[config.mk]
export PLATFORM = sky130hd
export DESIGN_NAME = light_sequence_monitor
export DESIGN_NICKNAME = d
export VERILOG_FILES = /design/src/rtl/light_mon_pkg.sv /design/src/rtl/light_sequence_monitor_sat_counter.sv /design/src/rtl/light_sequence_monitor.sv
export SDC_FILE = /design/constraint.sdc
export NUM_CORES = 1
export LEC_CHECK = 0
export ABC_AREA = 1
export CAP_MARGIN = 20
export CORE_MARGIN = 1
export CORE_UTILIZATION = 50
export DETAILED_ROUTE_END_ITERATION = 6
export PLACE_DENSITY_LB_ADDON = 0.25
export SLEW_MARGIN = 10
export SYNTH_ARGS = -nofsm -noshare
export SYNTH_HDL_FRONTEND = slang
export SYNTH_SLANG_ARGS = --single-unit
[constraint.sdc]
create_clock -name clk -period 1.3 [get_ports clk]
set_input_delay 0.325 -clock clk [delete_from_list [all_inputs] [get_ports clk]]
set_output_delay 0.325 -clock clk [all_outputs]
set_load 0.03 [all_outputs]
[src/rtl/light_mon_pkg.sv]
// Shared phase encoding, lamp codes and code decoding for the traffic-light monitor.
package light_mon_pkg;

  typedef enum logic [2:0] {
    INIT   = 3'd0,
    GREEN  = 3'd1,
    YELLOW = 3'd2,
    RED    = 3'd3,
    FAULT  = 3'd4
  } phase_t;

  localparam logic [2:0] LIGHT_RED    = 3'b100;
  localparam logic [2:0] LIGHT_YELLOW = 3'b010;
  localparam logic [2:0] LIGHT_GREEN  = 3'b001;

  function automatic logic is_legal_code(input logic [2:0] code);
    return (code == LIGHT_RED) || (code == LIGHT_YELLOW) || (code == LIGHT_GREEN);
  endfunction

  // Illegal codes map to INIT; callers qualify with is_legal_code.
  function automatic phase_t code_to_phase(input logic [2:0] code);
    case (code)
      LIGHT_GREEN:  return GREEN;
      LIGHT_YELLOW: return YELLOW;
      LIGHT_RED:    return RED;
      default:      return INIT;
    endcase
  endfunction

endpackage

[src/rtl/light_sequence_monitor_sat_counter.sv]
// Saturating up-counter with synchronous clear and a restart-at-one load.
module sat_counter #(
  parameter int unsigned CNT_W = 8
) (
  input  logic             clk,
  input  logic             clr,
  input  logic             start,
  input  logic             en,
  output logic [CNT_W-1:0] count
);

  always_ff @(posedge clk) begin
    if (clr)
      count <= '0;
    else if (start)
      count <= CNT_W'(1);
    else if (en && (count != '1))
      count <= count + CNT_W'(1);
  end

endmodule

[src/rtl/light_sequence_monitor.sv]
// Passive checker of the traffic-light lamp bus: phase order, dwell times,
// pedestrian service, sticky fault flags and a legal-transition count.
module light_sequence_monitor
  import light_mon_pkg::*;
#(
  parameter int unsigned MIN_GREEN   = 4,
  parameter int unsigned MIN_YELLOW  = 2,
  parameter int unsigned MIN_RED     = 3,
  parameter int unsigned PED_TIMEOUT = 32,
  parameter int unsigned CNT_W       = 8
) (
  input  logic             clk,
  input  logic             reset,
  input  logic [2:0]       lights,
  input  logic             pedestrian_button,
  output logic             walk,
  output logic             ped_pending,
  output logic             err_illegal_code,
  output logic             err_bad_order,
  output logic             err_short_dwell,
  output logic             err_ped_timeout,
  output logic [CNT_W-1:0] phase_count
);

  phase_t           state;
  phase_t           code_ph;
  logic             legal, active, same, order_ok, adv, serve, short_dwell, timeout_hit;
  logic [CNT_W-1:0] dwell, wait_cnt, min_dwell;
  logic             dwell_start, dwell_en, wait_clr, wait_en;

  always_comb begin
    legal    = is_legal_code(lights);
    code_ph  = code_to_phase(lights);
    active   = (state != FAULT);
    same     = (code_ph == state);
    order_ok = ((state == GREEN)  && (code_ph == YELLOW)) ||
               ((state == YELLOW) && (code_ph == RED))    ||
               ((state == RED)    && (code_ph == GREEN));
    adv      = active && legal && order_ok;
    serve    = adv && (state == YELLOW) && (ped_pending || pedestrian_button);

    case (state)
      GREEN:   min_dwell = CNT_W'(MIN_GREEN);
      YELLOW:  min_dwell = CNT_W'(MIN_YELLOW);
      RED:     min_dwell = CNT_W'(MIN_RED);
      default: min_dwell = '0;
    endcase
    short_dwell = (dwell < min_dwell);

    dwell_start = !reset && (((state == INIT) && legal) || adv);
    dwell_en    = !reset && active && (state != INIT) && legal && same;

    // Wait counts only while a request is outstanding; serving it restarts at 0.
    wait_clr    = reset || serve || !ped_pending;
    wait_en     = ped_pending && active && !serve;
    timeout_hit = wait_en && (wait_cnt == CNT_W'(PED_TIMEOUT - 1));
  end

  sat_counter #(.CNT_W(CNT_W)) u_dwell (
    .clk   (clk),
    .clr   (reset),
    .start (dwell_start),
    .en    (dwell_en),
    .count (dwell)
  );

  sat_counter #(.CNT_W(CNT_W)) u_wait (
    .clk   (clk),
    .clr   (wait_clr),
    .start (1'b0),
    .en    (wait_en),
    .count (wait_cnt)
  );

  always_ff @(posedge clk) begin
    if (reset) begin
      state            <= INIT;
      walk             <= 1'b0;
      ped_pending      <= 1'b0;
      err_illegal_code <= 1'b0;
      err_bad_order    <= 1'b0;
      err_short_dwell  <= 1'b0;
      err_ped_timeout  <= 1'b0;
      phase_count      <= '0;
    end else if (active) begin
      if (!legal) begin
        err_illegal_code <= 1'b1;
        state            <= FAULT;
        walk             <= 1'b0;
      end else if (state == INIT) begin
        state <= code_ph;
      end else if (!same) begin
        if (order_ok) begin
          state       <= code_ph;
          phase_count <= phase_count + CNT_W'(1);
          if (short_dwell)
            err_short_dwell <= 1'b1;
          if (serve)
            walk <= 1'b1;
          else if (state == RED)
            walk <= 1'b0;
        end else begin
          err_bad_order <= 1'b1;
          state         <= FAULT;
          walk          <= 1'b0;
        end
      end

      if (serve)
        ped_pending <= 1'b0;
      else if (pedestrian_button && (state != RED))
        ped_pending <= 1'b1;

      if (timeout_hit)
        err_ped_timeout <= 1'b1;
    end
  end

endmodule
==> results by group <==
Synth
  • Syn. warnings: 0
  • EDFF count, synth: 0
  • Post-synthesis cell area: 0.001847 mm²
  • Yosys top cell by area: dfxtp_1
  • Sequential-to-total area share from yosys stat: 35.77%
  • Most frequent cell after synthesis: nand2_1
  • Mapped Cells: 252
  • Ranking of synthesized cells by area: dfxtp_1 (36%), nand2_1 (9.3%), a21oi_1 (7.9%)
  • Net Count, Synth: 263
  • Yosys top cell area share: 35.77%
  • Top post-synthesis cells by count: nand2_1 (46), dfxtp_1 (33), a21oi_1 (29)
  • Post-synth top flop: dfxtp_1
  • Synth cell types: 32
  • Yosys reg bits: 33
  • Ys async rst share: 0%
  • Syn_area_per_cell: 7.328 µm²

Drt
  • DRC: 0
  • Initial DRC count: 208
  • Via count: 2163
  • DRT antenna net count: 0
  • Via density: 5.926
  • Drt pass-1 iters: 7
  • Final WL: 6509 µm
  • Routed wire per std cell: 17.83 µm

Power
  • Pint: 0.001844 W
  • Switching Share: 33.51%
  • Flop pwr share: 39.0%
  • Leak Pwr: 1.201 nW
  • Power Dens Cells: 944.2 mW/mm²
  • Peak supply drop: 0.0009097 V
  • Clock power share: 31.5%
  • Comb pwr share: 29.5%
  • Sw power: 0.0009294 W

GRT
  • GRT Total Usage: 26.92%
  • Initial antenna violation count: 0
  • Pin count of the biggest net entering global routing: 11
  • First-pass GRT wire length: 8238 µm
  • Congestion Overflow GR: 0
  • Vias in the first global route: 1851

Min path
  • Hold crit path type: reg -> reg

Finish
  • Fin util: 85.35%
  • Layout Nets: 329
  • Area Overhead vs Synth: 59.08%
  • N_diodes: 0
  • Fillers: 168
  • Share of cells above drive strength 1: 54.86%
  • Non-filler cells, final: 365

Floorplanning
  • Placeable Area: 0.003442 mm²
  • Full die area: 0.003941 mm²
  • DIE WIDTH: 62.78 µm
  • Row Count: 21
  • Die Ht: 62.78 µm
  • Initial Util: 53.65%
  • Top-level I/O count: 20

Placed design
  • Dpl cells: 346
  • RD Place Congestion: 0.8773
  • Dpl hpwl: 3177 µm
  • Pre-CTS setup slack: -698.5 ps
  • IO buf count: 19

STA
  • Achievable Freq: 687.0 MHz
  • # setup viols final: 29
  • Setup TNS Final: -2321 ps
  • Unrepaired setup endpoints after global routing: true
  • Max_slew headroom: 72.49%
  • Final hold violations: 0
  • Setup WS post-layout: -155.7 ps
  • Least-Margin Pin Slew: 408.9 ps
  • Min Tclk post-route: 1456 ps
  • Final Skew: 5.059 ps
  • Final period util: 112.0%
  • Max-slew violations: 0

Setup path
  • CP endpoint kind: flop
  • Worst EP required: 1530 ps
  • Startpoint Class: flop
  • Crit Path Class: reg -> reg
  • CP Max Fanout: 7
  • Worst Path Arrival: 1690 ps

Clock tree
  • Clock latency on the worst-skew pair: 300 ps
  • Worst-path clk slew: 70 ps
  • CTS tree: done
  • Clock root buffer: clkbuf_8
  • H-tree Lvls: 2
  • CTS sink cnt: 33
  • Clock buffer depth: 2
  • CTS buffer count: 5

Run status
  • Status: complete, but fails checks
  • Failing checks: setup timing

Flow run
  • Max-cap violations: 0
-- cell type report --
class                   instances  area, µm²  area share [%]
clock buffers                   7      96.34           3.279
clock inverters                 1      5.005          0.1704
inverters                      37      176.4           6.005
multi-input cells             183       1456           49.57
flip-flops and latches         33      679.4           23.13
well taps                      46      57.56           1.959
repair buffers                 58      466.7           15.89
-- flip-flops by register name, indices dropped and copies added, names as in the netlist --
name and cells:
err_illegal_code 1, err_bad_order 1, state 3, phase_count 8
err_short_dwell 1, u_dwell.count 8, err_ped_timeout 1, ped_pending 1
u_wait.count 8, walk 1
-- critical path, stage by stage, from the launching register on --
cell and delay, ps:
dfxtp_2 330, inv_4 70, nand2_4 80, nor2_4 130, nand2_2 80, nand3_4 160
buf_6 130, inv_6 40, nand2_4 80, nand2_4 60, nand2_2 70, nand2_2 60
a21oi_2 110
-- layer usage --
| metal | track usage, % | up-vias | wire [µm] | share of wire [%] |
|---|---|---|---|---|
| met5 | 0 | - | 0 | 0 |
| met4 | 11.92 | 0 | 323 | 5.0 |
| met3 | 7.482 | 35 | 461 | 7.1 |
| met2 | 43.75 | 124 | 3208 | 49 |
| met1 | 32.99 | 1032 | 2515 | 39 |
| li1 | - | 972 | - | - |
-- worst paths after layout --
| kind | from | endpoint | slack, ps | cells past startpoint |
|---|---|---|---|---|
| setup / recovery | state[2] | u_dwell.count[0] | -160 | 12 |
| hold / removal | u_wait.count[3] | u_wait.count[3] | 470 | 2 |
| setup reg to reg | state[2] | u_dwell.count[0] | -160 | 12 |
| hold reg to reg | u_wait.count[3] | u_wait.count[3] | 470 | 2 |
-- cells in the final DEF, fill, tap and decap left out, types with 6 or more instances in the layout --
cell type	instances
nor2_4	6
a21oi_2	18
nand2_4	12
dfxtp_1	24
nand2_2	20
nand2_1	26
dfxtp_2	6
nor2_1	8
inv_1	25
buf_4	44
clkbuf_8	7
nand3_4	6
a21oi_1	13
nand3_1	17
buf_6	9
-- timing repair --
action | in CTS | in global routing
setup buffers | 1 | 9
setup endpoints to repair | 32 | 31
hold buffers | 0 | 0
cloned | 2 | 0
gates resized for setup | 44 | 88
pin swaps | 9 | 21
-- power groups by stage --
stage | combinational (W) | clock (W) | sequential (W)
6_report | 0.000818 | 0.000874 | 0.00108
5_1_grt | 0.000856 | 0.000933 | 0.00108
4_1_cts | 0.000606 | 0.000879 | 0.00107
3_5_place_dp | 0.000558 | 0 | 0.00109
3_3_place_gp | 0.000550 | 0 | 0.00109
2_1_floorplan | 0.000332 | 0 | 0.00112
-- per-stage QoR --
stage          hold WS [ps]  area [µm²]  power [W]
2_1_floorplan         404.3        1906   0.001450
3_3_place_gp          447.0        2340   0.001640
3_5_place_dp          442.2        2340   0.001649
4_1_cts               452.2        2551   0.002559
5_1_grt               471.3        2938   0.002873
6_report              473.8        2938   0.002774
-- logic make-up (layout without fill, tap and decap cells) --
family / Yosys count / in the layout / share of synthesized area (%)
buf+inv: 38 / 103 / 7.994
fa+ha+maj: 5 / 5 / 3.388
compound gates: 48 / 48 / 14.36
xor+xnor: 8 / 8 / 3.794
simple gates: 120 / 122 / 34.69
flops: 33 / 33 / 35.77
Power figures use the tool's default switching activity.
